==> src/rtl/spi_slave_rx.sv <==
// spi_slave_rx: oversampled SPI receiver. Synchronizes CS/SCLK/MOSI into iClk,
// assembles an MSB-first frame of up to 255 bits, publishes it right-aligned
// with its bit count through a valid/ack handshake.
// Optional feature: define SPI_SLAVE_RX_ECHO_EN to echo the previous frame on oMISO.
module spi_slave_rx #(
  parameter int unsigned MAXWIDTH    = 128,
  parameter int unsigned SYNC_STAGES = 2
) (
  input  logic                iClk,
  input  logic                iRstN,
  input  logic                iSClk,
  input  logic                iCS,
  input  logic                iMOSI,
  input  logic                iAck,
  output logic                oMISO,
  output logic [MAXWIDTH-1:0] oData,
  output logic [7:0]          oWidth,
  output logic                oValid,
  output logic                oOverflow,
  output logic                oOverrun,
  output logic                oBusy
);

  localparam int unsigned CW = 8;

  typedef enum logic [1:0] {
    S_RESYNC = 2'd0,
    S_IDLE   = 2'd1,
    S_SHIFT  = 2'd2
  } state_t;

  state_t                  state;
  logic [SYNC_STAGES-1:0]  sclk_sync, cs_sync, mosi_sync;
  logic                    sclk_d, cs_d;
  logic [MAXWIDTH-1:0]     shift;
  logic [CW-1:0]           cnt;
  logic                    ovf;

  logic                    sclk_s_c, mosi_s_c, sclk_rise_c;
  logic [MAXWIDTH-1:0]     shift_c;
  logic [CW-1:0]           cnt_c;
  logic                    ovf_c;

  // Synchronizer chains plus one edge-detect flop; reset low so a held-low CS
  // cannot look like an idle bus right after reset.
  always_ff @(posedge iClk or negedge iRstN) begin
    if (!iRstN) begin
      sclk_sync <= '0;
      cs_sync   <= '0;
      mosi_sync <= '0;
      sclk_d    <= 1'b0;
      cs_d      <= 1'b0;
    end else begin
      sclk_sync <= {sclk_sync[SYNC_STAGES-2:0], iSClk};
      cs_sync   <= {cs_sync[SYNC_STAGES-2:0], iCS};
      mosi_sync <= {mosi_sync[SYNC_STAGES-2:0], iMOSI};
      sclk_d    <= sclk_s_c;
      cs_d      <= cs_sync[SYNC_STAGES-1];
    end
  end

  assign sclk_s_c    = sclk_sync[SYNC_STAGES-1];
  assign mosi_s_c    = mosi_sync[SYNC_STAGES-1];
  assign sclk_rise_c = sclk_s_c & ~sclk_d;

  // Shift/count values including any bit arriving this cycle, so a frame end
  // coinciding with the last SCLK edge still publishes that bit.
  always_comb begin
    shift_c = shift;
    cnt_c   = cnt;
    ovf_c   = ovf;
    if (sclk_rise_c) begin
      shift_c = {shift[MAXWIDTH-2:0], mosi_s_c};
      cnt_c   = (cnt == CW'(255)) ? cnt : cnt + CW'(1);
      if (cnt >= CW'(MAXWIDTH)) ovf_c = 1'b1;
    end
  end

  // Frame FSM with registered handshake outputs.
  always_ff @(posedge iClk or negedge iRstN) begin
    if (!iRstN) begin
      state     <= S_RESYNC;
      shift     <= '0;
      cnt       <= '0;
      ovf       <= 1'b0;
      oData     <= '0;
      oWidth    <= '0;
      oValid    <= 1'b0;
      oOverflow <= 1'b0;
      oOverrun  <= 1'b0;
      oBusy     <= 1'b0;
    end else begin
      if (iAck && oValid) begin
        oValid   <= 1'b0;
        oOverrun <= 1'b0;
      end
      case (state)
        S_RESYNC: begin
          if (cs_d) state <= S_IDLE;
        end
        S_IDLE: begin
          if (!cs_d) begin
            state <= S_SHIFT;
            shift <= '0;
            cnt   <= '0;
            ovf   <= 1'b0;
            oBusy <= 1'b1;
          end
        end
        S_SHIFT: begin
          shift <= shift_c;
          cnt   <= cnt_c;
          ovf   <= ovf_c;
          if (cs_d) begin
            state <= S_IDLE;
            oBusy <= 1'b0;
            if (cnt_c != '0) begin
              oData     <= shift_c;
              oWidth    <= cnt_c;
              oOverflow <= ovf_c;
              oValid    <= 1'b1;
              if (oValid && !iAck) oOverrun <= 1'b1;
            end
          end
        end
        default: state <= S_RESYNC;
      endcase
    end
  end

`ifdef SPI_SLAVE_RX_ECHO_EN
  localparam int unsigned IW = $clog2(MAXWIDTH);

  logic [MAXWIDTH-1:0] echo;
  logic [CW-1:0]       idx;
  logic                echo_act;
  logic                sclk_fall_c;

  assign sclk_fall_c = ~sclk_s_c & sclk_d;

  function automatic logic echo_bit(input logic [MAXWIDTH-1:0] v, input logic [CW-1:0] i);
    echo_bit = (i < CW'(MAXWIDTH)) ? v[i[IW-1:0]] : 1'b0;
  endfunction

  // Echo of the previously published frame, MSB first, stepping on SCLK falls.
  always_ff @(posedge iClk or negedge iRstN) begin
    if (!iRstN) begin
      echo     <= '0;
      idx      <= '0;
      echo_act <= 1'b0;
      oMISO    <= 1'b0;
    end else if (state == S_IDLE && !cs_d) begin
      echo     <= oData;
      idx      <= oWidth - CW'(1);
      echo_act <= (oWidth != '0);
      oMISO    <= (oWidth != '0) ? echo_bit(oData, oWidth - CW'(1)) : 1'b0;
    end else if (state == S_SHIFT) begin
      if (sclk_fall_c && echo_act) begin
        if (idx == '0) begin
          echo_act <= 1'b0;
          oMISO    <= 1'b0;
        end else begin
          idx   <= idx - CW'(1);
          oMISO <= echo_bit(echo, idx - CW'(1));
        end
      end
    end else begin
      echo_act <= 1'b0;
      oMISO    <= 1'b0;
    end
  end
`else
  assign oMISO = 1'b0;
`endif

endmodule
==> config.mk <==
export PLATFORM = sky130hd
export DESIGN_NAME = spi_slave_rx
export DESIGN_NICKNAME = d
export VERILOG_FILES = /design/src/rtl/spi_slave_rx.sv
export SDC_FILE = /design/constraint.sdc
export NUM_CORES = 1
export LEC_CHECK = 0
export CAP_MARGIN = 30
export CORE_ASPECT_RATIO = 0.8
export CORE_MARGIN = 3
export CORE_UTILIZATION = 58
export CTS_CLUSTER_DIAMETER = 60
export CTS_CLUSTER_SIZE = 20
export DETAILED_ROUTE_END_ITERATION = 8
export PLACE_DENSITY = 0.81
export SYNTH_ARGS = -nofsm -noshare
export SYNTH_HDL_FRONTEND = slang
export SYNTH_SLANG_ARGS = --single-unit
export TNS_END_PERCENT = 5
==> constraint.sdc <==
create_clock -name iClk -period 3.7 [get_ports iClk]
set_clock_uncertainty 0.05 [all_clocks]
set_input_delay 1.11 -clock iClk [delete_from_list [all_inputs] [get_ports iClk]]
set_output_delay 1.11 -clock iClk [all_outputs]
set_load 0.005 [all_outputs]
==> out/metrics.csv <==
metric,value,unit
ys_seq_elements,287,
finalNonFillerCells,1834,
vdd_drop_max,0.327,mV
initial_core_util,60.2,%
grt_pass1_vias,12537,
diodes,0,
start_kind,flip-flop,
grt_max_degree,137,
vias,12815,
root_buffer,clkbuf_16,
slew_viol_final,0,
cap_violations,0,
synthToLayoutAreaGrowth,13.9,%
intPower,5.04,mW
switching_share,30.8,%
pwr-share-clk,28.5,%
syn_area_per_cell,10.0,um^2
clk_latency,0.52,ns
tns,0,ns
crit_arrival,3.53,ns
layout_common_cells,"dfrtp_1 (287), nand2_1 (145), clkdlybuf4s50_1 (144)",
ioPinCount,147,
gr-total-overflow,0,
syn-num-nets,1507,
gp_congestion,0.883,
routed_wl,40100,um
die_area,27800,um^2
critPathCaptureType,flip-flop,
finalHoldViolCount,0,
yosys_warnings,0,
die_y,150,um
drt-initial-drc-count,1489,
fmax,318,MHz
worstMarginPinSlew,0.990,ns
critPathRequiredTime,4.08,ns
htree_levels,1,
fp-row-count,51,
p_switching,2.24,mW
layout_commonest_cell,dfrtp_1,
drc,0,
cts_hold_buf,0,
grt_setup_unrepaired,no,
cts_sinks,287,
grt.total_usage,28.7,%
die_w,186,um
firstDrtPassIters,5,
syn_inst,1499,
syn_area,15000,um^2
p_comb_share,24.0,%
nets,1519,
io_buffers,145,
setup_viol,0,
layout-drive-gt1-share,4.49,%
leakage,7.65,nW
core_region_area,24900,um^2
clk_pin_slew,0.09,ns
routedWlPerCell,21.9,um
grt_first_pass_wirelength,66200,um
dp_hpwl,21200,um
post-route-period-util,85.1,%
nFillCells,1899,
power_density,426,nW/um^2
min_path_type,reg -> reg,
synth.yosys.seq_area_share,47.9,%
cts_resized,0,
final_antenna_net_count,0,
clockBufferDepth,3,
cts_tree,yes,
outcome,completed,
finalCriticalPeriod,3.15,ns
dp_cells,1808,
cts_made_buffers,19,
pwr-share-seq,47.5,%
postCtsSetupBuffers,0,
worst-path-max-fanout,78,
slew-limit-headroom,33.4,%
grt_antenna_before_repair,0,
vias_per_cell,6.99,
ys_types,49,
crit_type,reg -> reg,
[cell usage after synthesis, drive strengths merged]
master	number	area share, %
nand3	4	0.17
nor3	3	0.10
nand2b	3	0.13
nor2b	2	0.083
or4	1	0.050
o21a	1	0.050
dfrtp	287	48
a21o	2	0.10
a21oi	7	0.23
mux2i	135	9.0
and2	4	0.17
inv	137	3.4
nor4	4	0.21
a21boi	1	0.050
o211ai	132	6.6
a31oi	134	5.6
a21bo	1	0.067
mux2	1	0.075
conb	1	0.025
nand3b	1	0.050
nand2	146	3.7
clkbuf	158	4.0
and4	1	0.058
nand4	2	0.083
nand4b	1	0.058
and3	1	0.042
a22oi	1	0.050
and4b	1	0.067
xnor2	1	0.058
or2	2	0.083
a211o	2	0.12
ha	2	0.17
a41o	1	0.067
o21ai	12	0.43
nor2	18	0.45
o22ai	3	0.13
o31ai	2	0.10
a41oi	1	0.058
o41ai	131	7.7
or3	1	0.042
buf	22	1.0
a22o	129	7.5
[cells by family (layout without fill, tap and decap cells)]
group                      Yosys count  in the layout  share of synthesized area [%]
AOI/OAI and AO/OA                  560            560                           28.8
buffers and inverters              317            334                           8.42
DFF                                287            287                           47.9
and+or+nand+nor                    195            195                           5.49
muxes                              136            136                           9.09
adders and majority gates            2              2                          0.167
other                                1              1                         0.0250
xor gates and xnor gates             1              1                         0.0584
[per-layer routing]
layer,vias up,share of wire [%],track usage (%)
met4,0,2.4,8.19
met5,-,0,0
met3,61,6.8,3.28
li1,5687,-,-
met2,593,46,44.9
met1,6474,44,42.8
[state kept, by name, indices dropped and copies added, names as in the netlist, named ones only]
register / flops
oWidth: 8
sclk_sync: 2
oValid: 1
cnt: 8
oBusy: 1
mosi_sync: 2
shift: 128
state: 2
cs_d: 1
ovf: 1
oData: 128
oOverflow: 1
sclk_d: 1
cs_sync: 2
[through the flow]
step	power (mW)	hold slack [ns]	area, um^2	worst slack [ns]	util (%)
2_1_floorplan	4.56	0.281	15000	1.12	-
3_3_place_gp	5.19	0.284	16500	0.722	66.4
3_5_place_dp	5.25	0.285	16500	0.588	66.4
4_1_cts	7.31	0.304	17100	0.557	68.6
5_1_grt	7.61	0.311	17100	0.356	68.6
6_report	7.28	0.302	17100	0.551	68.6
[power by group through the flow]
stage | registers [mW] | logic [mW] | clock network [mW]
6_report | 3.46 | 1.75 | 2.07
2_1_floorplan | 3.49 | 1.07 | 0
4_1_cts | 3.46 | 1.75 | 2.10
3_5_place_dp | 3.52 | 1.73 | 0
3_3_place_gp | 3.51 | 1.67 | 0
5_1_grt | 3.48 | 1.92 | 2.22
[final timing paths]
| kind | startpoint | endpoint | slack (ns) | cells past startpoint |
|---|---|---|---|---|
| max | cnt[1] | oData[114] | 0.55 | 7 |
| min | cs_sync[1] | cs_d | 0.30 | 0 |
| max reg2reg | cnt[1] | oData[114] | 0.55 | 7 |
| min reg2reg | cs_sync[1] | cs_d | 0.30 | 0 |
| max in group asynchronous | iRstN | oData[73] | 2.25 | 2 |
| min in group asynchronous | iRstN | shift[99] | 0.52 | 1 |
[critical path, cell delays in order, from the launching register on]
cell and delay (ns):
dfrtp_1 0.46, ha_1 0.39, nand3b_1 0.24, nor4_4 0.37
o21ai_0 0.15, or4_4 0.80, buf_12 0.33, a31oi_1 0.23
[cell type report]
class,instances,area (um^2),area share [%]
Clock buffer,22,497,2.91
Clock inverter,4,50.0,0.293
Inverter,137,517,3.03
Multi-Input combinational cell,895,6630,38.8
Sequential cell,287,7180,42.1
Tap cell,318,398,2.33
Timing Repair Buffer,171,1800,10.6
Note: power is estimated with default switching activity, not from simulation.
==> RTL change: new RTL, same settings <==
Register the output `oOverrun` once more; this adds one clock of latency there. The other outputs are not delayed to match.
--- a/src/rtl/spi_slave_rx.sv
+++ b/src/rtl/spi_slave_rx.sv
@@ -29,4 +29,6 @@
     S_SHIFT  = 2'd2
   } state_t;
+
+  logic oOverrun_s0;
 
   state_t                  state;
@@ -88,10 +90,10 @@
       oValid    <= 1'b0;
       oOverflow <= 1'b0;
-      oOverrun  <= 1'b0;
+      oOverrun_s0 <= 1'b0;
       oBusy     <= 1'b0;
     end else begin
       if (iAck && oValid) begin
         oValid   <= 1'b0;
-        oOverrun <= 1'b0;
+        oOverrun_s0 <= 1'b0;
       end
       case (state)
@@ -120,5 +122,5 @@
               oOverflow <= ovf_c;
               oValid    <= 1'b1;
-              if (oValid && !iAck) oOverrun <= 1'b1;
+              if (oValid && !iAck) oOverrun_s0 <= 1'b1;
             end
           end
@@ -174,3 +176,7 @@
 `endif
 
+  always_ff @(posedge iClk) begin
+    oOverrun <= oOverrun_s0;
+  end
+
 endmodule
Check against the original RTL: not equivalent (Yosys sat finds a counterexample within 10 cycles, from zero or initial values and one cycle with iRstN low).
==> RTL change against the original RTL <==
Via count fell by 0.78%. Sequential cell count rose by 1. Synthesized area rose by 0.13%. Wire length fell by 0.87%. Design area rose by 0.48%. Worst hold slack improved by 0.011 ns. Worst setup slack got worse by 0.087 ns. Total power rose by 2.3%. Highest routed layer unchanged.
==> RTL change: results (changes against the original RTL) <==
| Metric | Value |
|---|---|
| Run status | `completed (unchanged)` |
| Critical R2R Capture | `oData[28]$_DFFE_PN0P_ (was oData[114]$_DFFE_PN0P_)` |
| Leading post-synthesis cells by cell area | `dfrtp_1, mux2i_1, o41ai_1 (unchanged)` |
| Pint | `5.20 mW (was 5.04 mW)` |
| DRT iter0 DRCs | `1534 (was 1489)` |
| First-pass GRT wire length | `65600 um (was 66200 um)` |
| Post-synthesis async set-or-reset flop share | `0.997 (was 1.00)` |
| Synth Area in XOR/XNOR | `0.000583 (was 0.000584)` |
| Nets@finish | `1522 (was 1519)` |
| VDD IR max | `0.334 mV (was 0.327 mV)` |
| Slew headroom | `0.400 (was 0.334)` |
| Min Tclk post-route | `3.24 ns (was 3.15 ns)` |
| Synth Area in Compound Gates | `0.288 (about the same)` |
| Comb power frac | `0.236 (was 0.240)` |
| Post-DP Area | `16600 um^2 (was 16500 um^2)` |
| GR Util met3 | `0.0338 (was 0.0328)` |
| Syn Area/Cell | `10.0 um^2 (about the same)` |
| R2r setup slk | `0.46 ns (was 0.55 ns)` |
| GPL Wtd Cong | `0.879 (was 0.883)` |
| All-layer global routing usage | `0.283 (was 0.287)` |
| M1 WL | `17300 um (was 17800 um)` |
| Pin count of the biggest net entering global routing | `135 (was 137)` |
| Dpl hpwl | `21600 um (was 21200 um)` |
| Met2 WL post-DR | `18800 um (was 18600 um)` |
| Slowest stage delay, CP | `0.83 ns (was 0.80 ns)` |
| Seq/Total Area, Yosys | `0.480 (was 0.479)` |
| WL met3 | `2790 um (was 2740 um)` |
| Switching pwr | `2.25 mW (was 2.24 mW)` |
| Met1 usage | `0.416 (was 0.428)` |
| Vias | `12700 (was 12800)` |
## RTL change: layout make-up
cell class                      count  area, um^2
Multi-Input combinational cell    895        6630
Tap cell                          324         405
Clock buffer                       24         504
Fill cell                        1993        8220
Sequential cell                   288        7200
Inverter                          137         517
Clock inverter                      6        87.6
Timing Repair Buffer              173        1810
## RTL change: worst min-delay path by stage
stage	start	end	slack, ns	cells past startpoint
after floorplan	cs_sync[1]$_DFF_PN0_	cs_d$_DFF_PN0_	0.28	0
after global placement	cs_sync[1]$_DFF_PN0_	cs_d$_DFF_PN0_	0.29	0
after detailed placement	sclk_sync[0]$_DFF_PN0_	sclk_sync[1]$_DFF_PN0_	0.29	0
after CTS	mosi_sync[0]$_DFF_PN0_	mosi_sync[1]$_DFF_PN0_	0.31	0
after global routing	cs_sync[1]$_DFF_PN0_	cs_d$_DFF_PN0_	0.32	0
final	mosi_sync[0]$_DFF_PN0_	mosi_sync[1]$_DFF_PN0_	0.31	0
